--- src/rtl/axi_lite_cmd_master_if.sv ---
// AXI4-Lite bus bundle for the command master.
// The master drives addresses, data and valids; the slave drives readies and responses.
interface axi_lite_cmd_master_if #(
  parameter int ADDR_WIDTH = 19,
  parameter int DATA_WIDTH = 32
);
  logic [ADDR_WIDTH-1:0]   awaddr;
  logic [2:0]              awprot;
  logic                    awvalid;
  logic                    awready;
  logic [DATA_WIDTH-1:0]   wdata;
  logic [DATA_WIDTH/8-1:0] wstrb;
  logic                    wvalid;
  logic                    wready;
  logic [1:0]              bresp;
  logic                    bvalid;
  logic                    bready;
  logic [ADDR_WIDTH-1:0]   araddr;
  logic [2:0]              arprot;
  logic                    arvalid;
  logic                    arready;
  logic [DATA_WIDTH-1:0]   rdata;
  logic [1:0]              rresp;
  logic                    rvalid;
  logic                    rready;

  modport master (
    output awaddr, awprot, awvalid,
    input  awready,
    output wdata, wstrb, wvalid,
    input  wready,
    input  bresp, bvalid,
    output bready,
    output araddr, arprot, arvalid,
    input  arready,
    input  rdata, rresp, rvalid,
    output rready
  );

  modport slave (
    input  awaddr, awprot, awvalid,
    output awready,
    input  wdata, wstrb, wvalid,
    output wready,
    output bresp, bvalid,
    input  bready,
    input  araddr, arprot, arvalid,
    output arready,
    output rdata, rresp, rvalid,
    input  rready
  );
endinterface

--- src/rtl/axi_lite_cmd_master.sv ---
// Single-outstanding AXI4-Lite initiator driven by a command/response port.
// A wait-state counter pulses timeout_o once when a slave stalls too long.
module axi_lite_cmd_master #(
  parameter int ADDR_WIDTH = 19,
  parameter int DATA_WIDTH = 32,
  parameter int TIMEOUT    = 1023
) (
  input  logic                    clk,
  input  logic                    rst_n,
  input  logic                    cmd_valid_i,
  output logic                    cmd_ready_o,
  input  logic                    cmd_write_i,
  input  logic [ADDR_WIDTH-1:0]   cmd_addr_i,
  input  logic [DATA_WIDTH-1:0]   cmd_wdata_i,
  input  logic [DATA_WIDTH/8-1:0] cmd_wstrb_i,
  output logic                    rsp_valid_o,
  input  logic                    rsp_ready_i,
  output logic                    rsp_write_o,
  output logic [DATA_WIDTH-1:0]   rsp_rdata_o,
  output logic [1:0]              rsp_resp_o,
  output logic                    timeout_o,
  output logic                    busy_o,
  axi_lite_cmd_master_if.master   m_axi
);

  typedef enum logic [2:0] {
    IDLE, WR, WR_B, RD_AR, RD_R, RSP
  } state_t;

  localparam int CW = (TIMEOUT > 0) ? $clog2(TIMEOUT + 1) : 1;
  localparam logic [CW-1:0] TO_LAST = CW'(TIMEOUT);
  localparam logic [CW-1:0] TO_PRE  = CW'((TIMEOUT > 0) ? TIMEOUT - 1 : 0);

  state_t        state;
  logic [CW-1:0] tcnt;
  logic          waiting;
  logic          adv;

  assign m_axi.awprot = 3'b000;
  assign m_axi.arprot = 3'b000;
  assign busy_o       = (state != IDLE);

  // Wait-state flag and the condition that lets the FSM leave it
  always_comb begin
    adv     = 1'b0;
    waiting = 1'b1;
    unique case (state)
      WR:      adv = (!m_axi.awvalid || m_axi.awready) &&
                     (!m_axi.wvalid  || m_axi.wready);
      WR_B:    adv = m_axi.bvalid;
      RD_AR:   adv = m_axi.arready;
      RD_R:    adv = m_axi.rvalid;
      default: waiting = 1'b0;
    endcase
  end

  // Stall counter: clears on state change, saturates at TIMEOUT
  always_ff @(posedge clk or negedge rst_n) begin
    if (!rst_n) begin
      tcnt      <= '0;
      timeout_o <= 1'b0;
    end else if (!waiting || adv) begin
      tcnt      <= '0;
      timeout_o <= 1'b0;
    end else if (TIMEOUT != 0 && tcnt != TO_LAST) begin
      tcnt      <= tcnt + CW'(1);
      timeout_o <= (tcnt == TO_PRE);
    end else begin
      timeout_o <= 1'b0;
    end
  end

  // Transaction FSM with registered bus and response outputs
  always_ff @(posedge clk or negedge rst_n) begin
    if (!rst_n) begin
      state         <= IDLE;
      cmd_ready_o   <= 1'b1;
      rsp_valid_o   <= 1'b0;
      rsp_write_o   <= 1'b0;
      rsp_rdata_o   <= '0;
      rsp_resp_o    <= 2'b00;
      m_axi.awaddr  <= '0;
      m_axi.awvalid <= 1'b0;
      m_axi.wdata   <= '0;
      m_axi.wstrb   <= '0;
      m_axi.wvalid  <= 1'b0;
      m_axi.bready  <= 1'b0;
      m_axi.araddr  <= '0;
      m_axi.arvalid <= 1'b0;
      m_axi.rready  <= 1'b0;
    end else begin
      unique case (state)
        IDLE: begin
          if (cmd_valid_i) begin
            cmd_ready_o <= 1'b0;
            if (cmd_write_i) begin
              m_axi.awaddr  <= cmd_addr_i;
              m_axi.wdata   <= cmd_wdata_i;
              m_axi.wstrb   <= cmd_wstrb_i;
              m_axi.awvalid <= 1'b1;
              m_axi.wvalid  <= 1'b1;
              state         <= WR;
            end else begin
              m_axi.araddr  <= cmd_addr_i;
              m_axi.arvalid <= 1'b1;
              state         <= RD_AR;
            end
          end
        end
        WR: begin
          if (m_axi.awready) m_axi.awvalid <= 1'b0;
          if (m_axi.wready)  m_axi.wvalid  <= 1'b0;
          if (adv) begin
            m_axi.bready <= 1'b1;
            state        <= WR_B;
          end
        end
        WR_B: begin
          if (adv) begin
            m_axi.bready <= 1'b0;
            rsp_valid_o  <= 1'b1;
            rsp_write_o  <= 1'b1;
            rsp_rdata_o  <= '0;
            rsp_resp_o   <= m_axi.bresp;
            state        <= RSP;
          end
        end
        RD_AR: begin
          if (adv) begin
            m_axi.arvalid <= 1'b0;
            m_axi.rready  <= 1'b1;
            state         <= RD_R;
          end
        end
        RD_R: begin
          if (adv) begin
            m_axi.rready <= 1'b0;
            rsp_valid_o  <= 1'b1;
            rsp_write_o  <= 1'b0;
            rsp_rdata_o  <= m_axi.rdata;
            rsp_resp_o   <= m_axi.rresp;
            state        <= RSP;
          end
        end
        RSP: begin
          if (rsp_ready_i) begin
            rsp_valid_o <= 1'b0;
            cmd_ready_o <= 1'b1;
            state       <= IDLE;
          end
        end
        default: state <= IDLE;
      endcase
    end
  end

endmodule

--- src/flat_wrapper.sv ---
// flat-port wrapper written by rule: the top's interface ports become plain ports
module axi_lite_cmd_master_flat 
#(
  parameter int ADDR_WIDTH = 19,
  parameter int DATA_WIDTH = 32,
  parameter int TIMEOUT    = 1023
)
  (clk, rst_n, cmd_valid_i, cmd_ready_o, cmd_write_i, cmd_addr_i, cmd_wdata_i, cmd_wstrb_i, rsp_valid_o, rsp_ready_i, rsp_write_o, rsp_rdata_o, rsp_resp_o, timeout_o, busy_o, m_axi_awaddr, m_axi_awprot, m_axi_awvalid, m_axi_awready, m_axi_wdata, m_axi_wstrb, m_axi_wvalid, m_axi_wready, m_axi_bresp, m_axi_bvalid, m_axi_bready, m_axi_araddr, m_axi_arprot, m_axi_arvalid, m_axi_arready, m_axi_rdata, m_axi_rresp, m_axi_rvalid, m_axi_rready);
  axi_lite_cmd_master_if #(.ADDR_WIDTH(ADDR_WIDTH), .DATA_WIDTH(DATA_WIDTH)) m_axi_i ();
  input  logic clk;
  input  logic rst_n;
  input  logic cmd_valid_i;
  output logic cmd_ready_o;
  input  logic cmd_write_i;
  input  logic [ADDR_WIDTH-1:0] cmd_addr_i;
  input  logic [DATA_WIDTH-1:0] cmd_wdata_i;
  input  logic [DATA_WIDTH/8-1:0] cmd_wstrb_i;
  output logic rsp_valid_o;
  input  logic rsp_ready_i;
  output logic rsp_write_o;
  output logic [DATA_WIDTH-1:0] rsp_rdata_o;
  output logic [1:0] rsp_resp_o;
  output logic timeout_o;
  output logic busy_o;
  output wire logic [$bits(m_axi_i.awaddr)-1:0] m_axi_awaddr;
  output wire logic [$bits(m_axi_i.awprot)-1:0] m_axi_awprot;
  output wire logic [$bits(m_axi_i.awvalid)-1:0] m_axi_awvalid;
  input wire logic [$bits(m_axi_i.awready)-1:0] m_axi_awready;
  output wire logic [$bits(m_axi_i.wdata)-1:0] m_axi_wdata;
  output wire logic [$bits(m_axi_i.wstrb)-1:0] m_axi_wstrb;
  output wire logic [$bits(m_axi_i.wvalid)-1:0] m_axi_wvalid;
  input wire logic [$bits(m_axi_i.wready)-1:0] m_axi_wready;
  input wire logic [$bits(m_axi_i.bresp)-1:0] m_axi_bresp;
  input wire logic [$bits(m_axi_i.bvalid)-1:0] m_axi_bvalid;
  output wire logic [$bits(m_axi_i.bready)-1:0] m_axi_bready;
  output wire logic [$bits(m_axi_i.araddr)-1:0] m_axi_araddr;
  output wire logic [$bits(m_axi_i.arprot)-1:0] m_axi_arprot;
  output wire logic [$bits(m_axi_i.arvalid)-1:0] m_axi_arvalid;
  input wire logic [$bits(m_axi_i.arready)-1:0] m_axi_arready;
  input wire logic [$bits(m_axi_i.rdata)-1:0] m_axi_rdata;
  input wire logic [$bits(m_axi_i.rresp)-1:0] m_axi_rresp;
  input wire logic [$bits(m_axi_i.rvalid)-1:0] m_axi_rvalid;
  output wire logic [$bits(m_axi_i.rready)-1:0] m_axi_rready;
  assign m_axi_awaddr = m_axi_i.awaddr;
  assign m_axi_awprot = m_axi_i.awprot;
  assign m_axi_awvalid = m_axi_i.awvalid;
  assign m_axi_i.awready = m_axi_awready;
  assign m_axi_wdata = m_axi_i.wdata;
  assign m_axi_wstrb = m_axi_i.wstrb;
  assign m_axi_wvalid = m_axi_i.wvalid;
  assign m_axi_i.wready = m_axi_wready;
  assign m_axi_i.bresp = m_axi_bresp;
  assign m_axi_i.bvalid = m_axi_bvalid;
  assign m_axi_bready = m_axi_i.bready;
  assign m_axi_araddr = m_axi_i.araddr;
  assign m_axi_arprot = m_axi_i.arprot;
  assign m_axi_arvalid = m_axi_i.arvalid;
  assign m_axi_i.arready = m_axi_arready;
  assign m_axi_i.rdata = m_axi_rdata;
  assign m_axi_i.rresp = m_axi_rresp;
  assign m_axi_i.rvalid = m_axi_rvalid;
  assign m_axi_rready = m_axi_i.rready;
  axi_lite_cmd_master #(.ADDR_WIDTH(ADDR_WIDTH), .DATA_WIDTH(DATA_WIDTH), .TIMEOUT(TIMEOUT)) u_core (.clk(clk), .rst_n(rst_n), .cmd_valid_i(cmd_valid_i), .cmd_ready_o(cmd_ready_o), .cmd_write_i(cmd_write_i), .cmd_addr_i(cmd_addr_i), .cmd_wdata_i(cmd_wdata_i), .cmd_wstrb_i(cmd_wstrb_i), .rsp_valid_o(rsp_valid_o), .rsp_ready_i(rsp_ready_i), .rsp_write_o(rsp_write_o), .rsp_rdata_o(rsp_rdata_o), .rsp_resp_o(rsp_resp_o), .timeout_o(timeout_o), .busy_o(busy_o), .m_axi(m_axi_i));
endmodule
--- config.mk ---
export PLATFORM = sky130hd
export DESIGN_NAME = axi_lite_cmd_master_flat
export DESIGN_NICKNAME = d
export VERILOG_FILES = /design/src/rtl/axi_lite_cmd_master_if.sv /design/src/rtl/axi_lite_cmd_master.sv /design/src/flat_wrapper.sv
export SDC_FILE = /design/constraint.sdc
export NUM_CORES = 1
export LEC_CHECK = 0
export ABC_AREA = 1
export BUFFER_PORTS_ARGS = -buffer_cell sky130_fd_sc_hd__buf_4
export CORE_ASPECT_RATIO = 1.2
export CORE_MARGIN = 2
export CORE_UTILIZATION = 30
export DETAILED_ROUTE_END_ITERATION = 8
export HOLD_SLACK_MARGIN = 0.03
export PLACE_DENSITY = 0.6
export REMOVE_ABC_BUFFERS = 1
export SLEW_MARGIN = 20
export SYNTH_ARGS = -nofsm -noshare
export SYNTH_HDL_FRONTEND = slang
export SYNTH_SLANG_ARGS = --single-unit
--- constraint.sdc ---
create_clock -name clk -period 1.78 [get_ports clk]
set_clock_uncertainty 0.1 [all_clocks]
set_input_delay 0.356 -clock clk [delete_from_list [all_inputs] [get_ports clk]]
set_output_delay 0.356 -clock clk [all_outputs]
set_load 0.01 [all_outputs]
; ---- Word level (Yosys, flattened, before mapping)
; Cells that the tools add are included.
[totals]
elab_cells = 105
out_inout_bits = 124
in_bits = 101
ff_bits = 130
[op_classes]
n_eq_ne = 18
n_addsub = 1
n_mux = 38
n_reduce_logical = 30
bitwise = 1
[op_table]
columns = operator, count
row1 = 32-bit 2-to-1 mux, 2
row2 = 32-bit one-hot mux with 2 select lines, 1
row3 = 3-bit AND reduction, 7
row4 = 10-bit 2-to-1 mux, 2
row5 = 1-bit one-hot mux with 2 select lines, 8
row6 = 2-bit nonzero test, 8
row7 = 3-bit 2-to-1 mux, 5
row8 = 3-bit one-hot mux with 5 select lines, 1
row9 = 1-bit 2-to-1 mux, 14
row10 = 2-bit != test (second input constant), 6
row11 = 4-bit AND reduction, 3
row12 = 10-bit by 1-bit adder with 10-bit output (second input constant), 1
row13 = 10-bit == test (second input constant), 1
row14 = 10-bit != test (second input constant), 1
row15 = 2-bit by 1-bit != test with 1-bit output (second input constant), 5
row16 = 3-bit by 2-bit == test with 1-bit output (second input constant), 2
row17 = 3-bit == test (second input constant), 2
row18 = 2-bit 2-to-1 mux, 3
row19 = 5-bit AND reduction, 1
row20 = 1-bit one-hot mux with 4 select lines, 1
row21 = 2-bit one-hot mux with 2 select lines, 1
row22 = 4-bit OR reduction, 1
row23 = 3-bit by 1-bit == test with 1-bit output (second input constant), 1
row24 = 1-bit zero test, 3
row25 = other kinds (6), 8

; ---- Longest topological paths before layout
; Gate-level depths: netlist of run 1.
[depth]
word_depth = 6
ltp_mapped = 12

; ---- Least setup slack after synthesis of run 1
; OpenSTA, ideal clock, no wires.
[synth_timing]
path_type = register to register
startpoint = register u_core.state[0]
endpoint = register u_core.m_axi.wdata[24]
path_stages_with_launch = 8
t_arrival_ns = 1.438
setup_slack_ns = 0.117
synth_period_minus_slack_ns = 1.663
path_cell_list = dfrtp_1 > nor2_2 > nand2_2 > inv_2 > nand3_2 > buf_4 > buf_6 > mux2_4
[synth_via]
elab_chain_len = 2
[synth_lines]
columns = element, line_no
row1 = "start, declared", axi_lite_cmd_master.sv:34  ; state_t state;
row2 = "start signal, assigned", axi_lite_cmd_master.sv:76  ; state <= IDLE;
row3 = "start signal, assigned", axi_lite_cmd_master.sv:102  ; state <= WR;
row4 = "start signal, assigned", axi_lite_cmd_master.sv:106  ; state <= RD_AR;
row5 = 3-bit zero test, axi_lite_cmd_master.sv:92  ; unique case (state)
row6 = 3-bit AND reduction (no source line), n/a
row7 = "end signal, assigned", axi_lite_cmd_master.sv:98  ; m_axi.wdata <= cmd_wdata_i;
row8 = "end, declared", axi_lite_cmd_master_if.sv:30  ; output wdata, wstrb, wvalid,
; No other way between the ends.
; A chain may end at the register's enable or synchronous reset.

; ---- Worst setup path in the final report of run 1
[layout_timing]
startpoint = register u_core.state[1]
endpoint = output port busy_o
[layout_via]
elab_chain_len = 1
[layout_lines]
columns = element, line_no
row1 = 3-bit nonzero test, axi_lite_cmd_master.sv:41  ; assign busy_o = (state != IDLE);
row2 = "end, declared", flat_wrapper.sv:24  ; output logic busy_o;
; No other way between the ends.

==> metrics, run 1 <==
ys async rst share 100.0%; Die H 151.7 µm; met1 Use GR 17.38%; total of max-cap violations 0; Crit path largest cell delay 0.45 ns; Setup crit start kind flop; vias in the first global route 4251; Worst Hold Class input pin to flop; sequential area share after synthesis 59.66%; crit end category primary output; post-synthesis register bit count 130; io pins 225; Global Route Usage Sum 14.15%; number of remaining DRC errors 0; peak supply drop 0.8216 mV; FP Rows 54; routing usage on met3 5.478%; vias per std cell 4.289; CTS tree yes; Clock Sinks 130; WS Path Type flop to primary output; crit share post-route 96.43%; post-synthesis mux area share 8.532%; GRT overflow 0; first-pass GRT wire length 21360 µm; total die area 19280 µm²; P_leak 4.310 nW; Nets 876; Power, Total 14.31 mW; initial antenna violation count 0; Syn Area/Cell 10.41 µm²; critical path, cell by cell nor2_4 > nand2_4 > buf_6; Final Hold Fails 0; FF-to-FF path depth 11; Port Buffers 218; crit path launch u_core.state[1]$_DFFE_PN0P_; largest family of logic cells by synthesized area simple AND/OR/NAND/NOR gates; Syn-to-layout area delta 49.84%; final worst slack 0.06350 ns; mapped cell area 5455 µm²; pin count of the biggest net entering global routing 60; worst path required time 1.32 ns; CP arrival 1.26 ns; Netlist cell types 31; clk slew on worst S/H paths 0.06 ns; CTS Root Cell clkbuf_16; reg-to-reg critical path startpoint u_core.state[1]$_DFFE_PN0P_; Worst path slowest cell dfrtp_2; n_diodes 0; Final Core Density 45.48%; WL/cell 13.63 µm; Post-Synth Simple-Gate Area 17.98%; HPWL Detailed 9598 µm; CTS H-tree lvls 4; number of routed nets with antenna violations 0; crit path time final 1.716 ns; Post-Synth Adder-Cell Area 0.4587%; total of warnings raised by yosys 0; Gate Count Post-Synth 524; Post-Place Setup Slack 0.04927 ns; grt met2 use 22.85%; initial DRC count 134; final setup fails 0; Inserted Clock Buffers 17; GP Congestion 0.8001; Cells after DPL 960; Fill cells 1757; Power Dens Cells 1751 nW/µm²; Post-Synth XOR/XNOR Area 1.124%; reg-to-reg endpoint u_core.rsp_rdata_o[4]$_DFFE_PN0P_; status finished, final reports clean; die width 127.1 µm; Initial Utilization 30.35%; Finished Layout Cells 1009; Register Area 3258 µm²; post-synthesis compound-gate area fraction 5.000%; Main synth FF type dfrtp_1; hold_ws 0.04751 ns; Fmax 582.6 MHz; Pins Over Slew Limit 0; drt total wl 13760 µm; vias 4328; Critical Path Fanout Max 6; Worst Setup EP busy_o; Pre-antenna DRT Iters 4; clk_lat worst skew 0.41 ns; Max Root-Sink Buffers 2; Post-synth EDFFs 0; area of the multi-input gates 1856 µm²; Reg2Reg Setup Slack 0.10 ns; ratio of cells with drive above 1 in the final layout 45.48%; Core Area 17970 µm²; GRT busiest layer met2
-- through the flow --
stage | TNS [ns] | cell area (µm²)
detailed placement | 0 | 7371
floorplan | -38.88 | 5274
global placement | 0 | 7371
CTS | 0 | 8053
finish | 0 | 8174
global route | -0.08500 | 8174
-- worst min path at each step --
stage / startpoint / endpoint / slack (ns) / cells past startpoint
after floorplan: rst_n / u_core.m_axi.araddr[0]$_DFFE_PN0P_ / -0.04 / 0
after global placement: rst_n / u_core.rsp_resp_o[1]$_DFFE_PN0P_ / 0.14 / 1
after detailed placement: rst_n / u_core.rsp_resp_o[1]$_DFFE_PN0P_ / 0.13 / 1
after CTS: m_axi_rdata[0] / u_core.rsp_rdata_o[0]$_DFFE_PN0P_ / 0.03 / 3
after global routing: m_axi_rdata[12] / u_core.rsp_rdata_o[12]$_DFFE_PN0P_ / 0.04 / 3
final: m_axi_rdata[0] / u_core.rsp_rdata_o[0]$_DFFE_PN0P_ / 0.05 / 3
-- sequential cells by signal, indices dropped and copies added (netlist names), 2 cells and up --
signal / flops
u_core.m_axi.wdata: 32
u_core.rsp_rdata_o: 32
u_core.m_axi.araddr: 19
u_core.m_axi.awaddr: 19
u_core.tcnt: 10
u_core.m_axi.wstrb: 4
u_core.state: 3
u_core.rsp_resp_o: 2
-- critical path, delay by kind of cell (launching register included) --
kind,cells,cell delay [ns]
buffers and inverters,1,0.13
flip-flops,1,0.45
AND/OR/NAND/NOR,2,0.27
-- where the power goes --
part | total [mW] | internal (mW) | switching, mW | leakage [nW]
sequential | 5.04 | 4.26 | 0.777 | 1.62
combinational | 5.79 | 3.00 | 2.80 | 2.41
clock | 3.48 | 2.22 | 1.26 | 0.287
-- cell usage in the layout (no fill, tap or decap), types with 3 or more instances in the layout --
| master | count |
|---|---|
| xor2_1 | 5 |
| buf_4 | 228 |
| mux2_2 | 28 |
| o21ai_1 | 19 |
| nand3_1 | 7 |
| dfrtp_2 | 3 |
| buf_12 | 7 |
| nand2_1 | 144 |
| inv_2 | 4 |
| bufinv_16 | 3 |
| nor3_1 | 4 |
| o21ai_0 | 24 |
| nor2_1 | 12 |
| dlygate4sd3_1 | 9 |
| clkinv_2 | 4 |
| clkbuf_1 | 3 |
| a21oi_1 | 10 |
| nor2_2 | 3 |
| nand4_1 | 11 |
| nand2_2 | 31 |
| clkbuf_16 | 17 |
| dfrtp_1 | 126 |
| conb_1 | 6 |
| mux2_4 | 10 |
| inv_1 | 42 |
-- per-layer routing --
layer | up-vias | wire length [µm]
li1 | 2158 | -
met1 | 2003 | 5619
met2 | 155 | 6883
met3 | 12 | 1063
met4 | 0 | 190
met5 | - | 0
-- cells by family (layout without fill, tap and decap cells) --
logic type	count (synthesis)	in the layout
mux	38	38
compound gates	54	54
other cells	1	6
flops	130	130
buf+inv	73	329
fa+ha+maj	2	2
xor+xnor	7	7
simple gates	219	219
-- Yosys cell counts, types with 4 or more instances --
| library cell | n | area, µm² |
|---|---|---|
| a21oi_1 | 10 | 50.05 |
| buf_2 | 4 | 20.02 |
| buf_4 | 7 | 52.55 |
| buf_6 | 4 | 45.04 |
| clkbuf_1 | 6 | 22.52 |
| dfrtp_1 | 129 | 3228 |
| inv_1 | 42 | 157.7 |
| inv_2 | 5 | 18.77 |
| mux2_2 | 28 | 315.3 |
| mux2_4 | 10 | 150.1 |
| nand2_1 | 144 | 540.5 |
| nand2_2 | 32 | 200.2 |
| nand3_1 | 8 | 40.04 |
| nand4_1 | 11 | 68.82 |
| nor2_1 | 14 | 52.55 |
| nor3_1 | 4 | 20.02 |
| o21ai_0 | 24 | 120.1 |
| o21ai_1 | 19 | 95.09 |
| xor2_1 | 5 | 43.79 |
-- final cells by class --
cell class | instances | share of cell area, %
Sequential cell | 130 | 39.86
Timing Repair inverter | 3 | 0.3521
Multi-Input combinational cell | 326 | 22.70
Clock inverter | 10 | 1.653
Clock buffer | 21 | 5.510
Inverter | 49 | 2.464
Timing Repair Buffer | 246 | 24.03
Tap cell | 224 | 3.429
-- timing repair --
item | in CTS | in global routing
pin swaps | 1 | 4
buffers inserted | 0 | 6
cloned | 0 | 3
hold buffers | 9 | 0
endpoints found under the hold margin | 78 | 0
resized for setup | 2 | 12
endpoints found under the setup margin | 1 | 48
Power figures use the tool's default switching activity.
==> run 2, diff against run 1 <==
Settings changed: ABC_AREA 1 to 0, PLACE_DENSITY 0.6 to 0.61.
==> run 2 against run 1 <==
  * The flow now finishes with violations (setup timing)
  * Via count shrank 7.2%
  * Die area decreased by 4.3%
  * Clock power about the same
  * Cell area grew 2.0%
  * Maximum frequency is 6.9% lower
  * Area after synthesis fell by 4.4%
  * Register-to-register slack worse by 0.16 ns
  * Sequential share of layout area shrank 0.81 points
  * Global-route usage grew 0.61 points
  * Critical path depth increased by 3
  * Synthesized cell count fell by 29%
  * Largest cell class unchanged
==> metrics, run 2 <==
Power Dens Cells 1751 nW/µm²; status finished with violations; Cells after DPL 820; CP arrival 2.02 ns; area of the multi-input gates 2054 µm²; die width 124.3 µm; Die H 148.4 µm; Max Root-Sink Buffers 2; leading area contributor after synthesis dfrtp_1; total of max-cap violations 0; total die area 18450 µm²; Worst path slowest cell dfrtp_1; vias 4015; GP Congestion 0.7802; total of warnings raised by yosys 0; met1 Use GR 18.23%; Pre-antenna DRT Iters 4; ys async rst share 100.0%; worst path required time 1.96 ns; WL/cell 16.66 µm; CP bufs+invs 3; Pins Over Slew Limit 0; Fmax 542.5 MHz; final setup TNS -1.713 ns; Syn-to-layout area delta 59.85%; CTS tree yes; CTS Root Cell clkbuf_16; routing usage on met3 4.245%; failing checks setup timing; Final Hold Fails 0; Regs by FF count u_core.m_axi.wdata (32), u_core.rsp_rdata_o (32); Main synth FF type dfrtp_1; Syn Area/Cell 13.94 µm²; grt met2 use 24.62%; clk slew on worst S/H paths 0.06 ns; Critical Path Fanout Max 9; final setup fails 73; Setup crit start kind flop; sequential area share after synthesis 62.42%; dominant cell by count in the synthesized netlist dfrtp_1; Post-Synth Simple-Gate Area 6.431%; crit end category flop; GRT busiest layer met2; Finished Layout Cells 862; number of routed nets with antenna violations 0; Worst Hold Class input pin to flop; drt total wl 14360 µm; Global Route Usage Sum 14.76%; area of placed instances 7298 µm²; CTS H-tree lvls 4; fin area 8334 µm²; Post-Synth XOR/XNOR Area 0.3360%; CP top delay family simple AND/OR/NAND/NOR gates; post-synthesis register bit count 130; Fill cells 1506; Inserted Clock Buffers 17; Port Buffers 218; synth cell count leaders dfrtp_1 (129), mux2_2 (48), a22o_1 (32), mux2_1 (30), nor2_1 (18); Initial Utilization 30.82%; largest family of logic cells by synthesized area multiplexers; RSZ-0062 raised after global routing true; crit path time final 1.843 ns; WS Path Type flop to flop; Crit path largest cell delay 0.39 ns; Post-Synth Adder-Cell Area 0.4800%; peak supply drop 0.7537 mV; Power, Total 14.59 mW; most common library cell in the layout ignoring fill and taps buf_4; FP Rows 52; ratio of cells with drive above 1 in the final layout 57.89%; Core Area 16920 µm²; crit share post-route 103.6%; GRT overflow 0; post-synthesis compound-gate area fraction 9.671%; clk_lat worst skew 0.40 ns; mapped cell area 5214 µm²; number of remaining DRC errors 0; post-synthesis mux area share 17.04%; Area contributors post-synth dfrtp_1 (62%), mux2_2 (10%), mux2_1 (6.5%); Yosys top cell area share 61.92%; commonest cells after routing, fill and taps aside buf_4 (238), dfrtp_1 (129), a22o_1 (32), mux2_2 (29), mux2_4 (27); initial antenna violation count 0; Netlist cell types 49; pin count of the biggest net entering global routing 48; Post-synth EDFFs 0; vias in the first global route 4254; P_leak 4.052 nW; first-pass GRT wire length 21890 µm; HPWL Detailed 9885 µm; n_diodes 0; initial DRC count 214; Gate Count Post-Synth 374; Nets 737; Register Area 3254 µm²; io pins 225; critical path, cell by cell buf_6 > nor3_4 > and3_4 > buf_4 > buf_12 > mux2_4; final worst slack -0.06335 ns; Clock Sinks 130; vias per std cell 4.658
==> run 2: cell types whose count changed in the layout (fill, tap and decap cells not counted), sizes merged, moves of 20 or more <==
cell | before | now
a22o | 0 | 32
buf | 237 | 257
inv | 51 | 9
mux2 | 38 | 78
nand2 | 176 | 8
o21ai | 43 | 6
==> run 2: worst paths after layout <==
| check | end | from | slack, ns | depth (start not counted) |
|---|---|---|---|---|
| min | u_core.m_axi.wdata[27]$_DFFE_PN0P_ | cmd_wdata_i[27] | 0.07 | 2 |
| max | u_core.m_axi.wdata[29]$_DFFE_PN0P_ | u_core.state[1]$_DFFE_PN0P_ | -0.06 | 6 |
| min reg2reg | u_core.m_axi.wdata[30]$_DFFE_PN0P_ | u_core.m_axi.wdata[30]$_DFFE_PN0P_ | 0.39 | 1 |
| max reg2reg | u_core.m_axi.wdata[29]$_DFFE_PN0P_ | u_core.state[1]$_DFFE_PN0P_ | -0.06 | 6 |
| max in group asynchronous | u_core.rsp_rdata_o[15]$_DFFE_PN0P_ | rst_n | 0.62 | 3 |
| min in group asynchronous | u_core.m_axi.araddr[11]$_DFFE_PN0P_ | rst_n | 0.35 | 2 |
==> run 2: cells by family after synthesis <==
family / after synthesis
AO/OA/AOI/OAI: 63
other: 1
multiplexers: 79
XOR/XNOR: 2
adder cells (fa/ha/maj): 2
AND/OR/NAND/NOR: 63
buffers and inverters: 34
flip-flops: 130
==> run 2: stage by stage <==
stage,utilization (%),setup slack [ns],hold WS [ns]
after floorplan,-,-1.126,-0.03959
after global placement,43.14,-0.08903,0.2287
after detailed placement,43.14,-0.1061,0.2365
after CTS,47.49,-0.06011,0.05170
after global routing,49.27,-0.1324,0.05682
final,49.27,-0.06335,0.06823
==> run 2: final cells by class <==
cell class / instances / share of cell area (%)
Tap cell: 216 / 3.243
Clock inverter: 11 / 1.651
Multi-Input combinational cell: 215 / 24.65
Sequential cell: 130 / 39.05
Clock buffer: 20 / 5.360
Timing Repair Buffer: 261 / 25.64
Inverter: 9 / 0.4053
==> run 2: layer usage <==
metal	wire, µm	up-vias
met2	7356	160
met3	908	17
met4	235	0
met5	0	-
li1	-	1862
met1	5861	1976
==> run 2: power by group <==
group / switching [mW] / internal (mW)
sequential: 0.729 / 4.23
combinational: 2.59 / 3.57
clock: 1.25 / 2.22
==> run 2: what timing repair did <==
item | in CTS | in global routing
endpoints found under the setup margin | 99 | 99
resized for setup | 27 | 48
hold buffers | 1 | 0
pin swaps | 6 | 7
buffers inserted | 2 | 2
gates cloned | 1 | 5
endpoints found under the hold margin | 26 | 0
==> run 3, diff against run 2 <==
Settings changed: CORE_ASPECT_RATIO 1.2 to 1.25.
==> run 3 against run 2 <==
  * The run still ends with setup timing left
  * Clock-buffer cell count decreased by 2
  * Critical path depth decreased by 1
  * Sequential cell count unchanged
  * Utilization decreased by 1.7 points
  * Global-route usage decreased by 0.72 points
  * Combinational power decreased by 8.3%
  * Critical path type is now flop to primary output
  * Sequential power decreased by 0.8%
  * Non-clock buffer count decreased by 7
  * Highest routed layer unchanged
  * Register-to-register slack about the same
  * Cell count decreased by 0.35%
  * Hold slack got worse by 0.0067 ns
  * First-iteration DRC count increased by 0.47%
==> metrics, run 3 (same netlist as run 2, synthesis figures left out) <==
status finished with violations; failing checks setup timing; total die area 18460 µm²; clk slew on worst S/H paths 0.06 ns; CTS Root Cell clkbuf_16; critical path, cell by cell buf_6 > nor3_4 > buf_4 > inv_2 > buf_6; CP arrival 1.38 ns; Regs by FF count u_core.m_axi.wdata (32), u_core.rsp_rdata_o (32); P_leak 3.920 nW; Global Route Usage Sum 14.04%; Final Core Density 47.54%; final worst slack -0.05394 ns; Clock Sinks 130; peak supply drop 0.6011 mV; vias per std cell 4.632; CP top delay family buffers and inverters; Cells after DPL 823; clk_lat worst skew 0.41 ns; WS Path Type flop to primary output; CP bufs+invs 4; crit end category primary output; drt total wl 13240 µm; most common library cell in the layout ignoring fill and taps buf_4; Max Root-Sink Buffers 2; switching share of total power 31.27%; Final Hold Fails 0; number of routed nets with antenna violations 0; Worst Hold Class input pin to flop; FP Rows 53; n_diodes 0; sequential share of power 35.3%; Fmax 545.3 MHz; vias in the first global route 4040; GP Congestion 0.8389; Initial Utilization 30.83%; Port Buffers 218; Setup crit start kind flop; pin count of the biggest net entering global routing 75; GRT overflow 0; HPWL Detailed 9799 µm; Power Dens Cells 1734 nW/µm²; final setup TNS -1.613 ns; most frequent cell on the critical path buf_6; number of remaining DRC errors 0; Die H 151.4 µm; initial antenna violation count 0; worst path required time 1.32 ns; commonest cells after routing, fill and taps aside buf_4 (239), dfrtp_1 (129), mux2_2 (48), a22o_1 (32), mux2_1 (28); combinational power share 40.6%; RSZ-0062 raised after global routing true; final setup fails 75; Power, Total 13.94 mW; Syn-to-layout area delta 54.19%; first-pass GRT wire length 20090 µm; CTS H-tree lvls 4; clock share of power 24.1%; WL/cell 15.41 µm; crit path time final 1.834 ns; Pins Over Slew Limit 0; P_int 9.579 mW; Core Area 16910 µm²; Finished Layout Cells 859; CTS tree yes; Pre-antenna DRT Iters 4; vias 3979; die width 121.9 µm; ratio of cells with drive above 1 in the final layout 55.24%; initial DRC count 215; total of max-cap violations 0; Critical Path Fanout Max 2; io pins 225; Nets 730; crit share post-route 103.0%; Worst path slowest cell dfrtp_1; Crit path largest cell delay 0.39 ns; switching pwr 4.359 mW; Inserted Clock Buffers 17
## run 3: stage by stage
| step | cell area, µm² | hold slack (ns) | setup slack [ns] |
|---|---|---|---|
| floorplan | 5081 | -0.03959 | -1.126 |
| CTS | 7986 | 0.04114 | -0.07988 |
| finish | 8039 | 0.06153 | -0.05394 |
| detailed placement | 7296 | 0.2878 | -0.1448 |
| global route | 8039 | 0.03529 | -0.1268 |
| global placement | 7296 | 0.2839 | -0.08483 |
## run 3: final cells by class
type                            instances  area, µm²
Fill cell                            1515       8871
Sequential cell                       130       3254
Timing Repair Buffer                  254       2019
Multi-Input combinational cell        215       1879
Clock buffer                           18      439.2
Tap cell                              220      275.3
Clock inverter                         13      137.6
Inverter                                9      33.78
## run 3: power by group through the flow
stage / clock network, mW / logic, mW / registers [mW]
floorplan: 0 / 1.73 / 5.53
global placement: 0 / 5.37 / 4.94
detailed placement: 0 / 5.49 / 4.97
global route: 3.62 / 6.09 / 5.10
finish: 3.36 / 5.65 / 4.92
CTS: 3.45 / 5.70 / 4.94
## run 3: worst paths after layout
check	from	end	slack (ns)	depth (start not counted)
max	u_core.state[2]$_DFFE_PN0P_	busy_o	-0.05	5
min	cmd_wdata_i[25]	u_core.m_axi.wdata[25]$_DFFE_PN0P_	0.06	2
max reg2reg	u_core.state[1]$_DFFE_PN0P_	u_core.rsp_rdata_o[24]$_DFFE_PN0P_	-0.05	5
min reg2reg	u_core.m_axi.bready$_DFFE_PN0P_	u_core.m_axi.bready$_DFFE_PN0P_	0.38	2
max in group asynchronous	rst_n	u_core.m_axi.wdata[10]$_DFFE_PN0P_	0.83	3
min in group asynchronous	rst_n	u_core.m_axi.araddr[8]$_DFFE_PN0P_	0.38	3
## run 3: repair_timing
item	4_1_cts	5_1_grt
gates cloned	0	1
buffers inserted	3	0
endpoints found under the hold margin	129	0
pin swaps	3	0
hold buffers	1	0
resized for setup	21	5
endpoints found under the setup margin	100	99
## run 3: worst register-to-register path: stages (launching register included)
cell and delay (ns):
dfrtp_1 0.37, or3b_4 0.42, o32ai_4 0.29, o21ai_4 0.14, buf_12 0.19, a22o_1 0.20
## run 3: layer usage
layer	share of wire, %	GRT usage (%)
met5	0	0
met2	51	23.24
met3	8.0	5.158
met1	39	16.39
met4	2.1	5.862
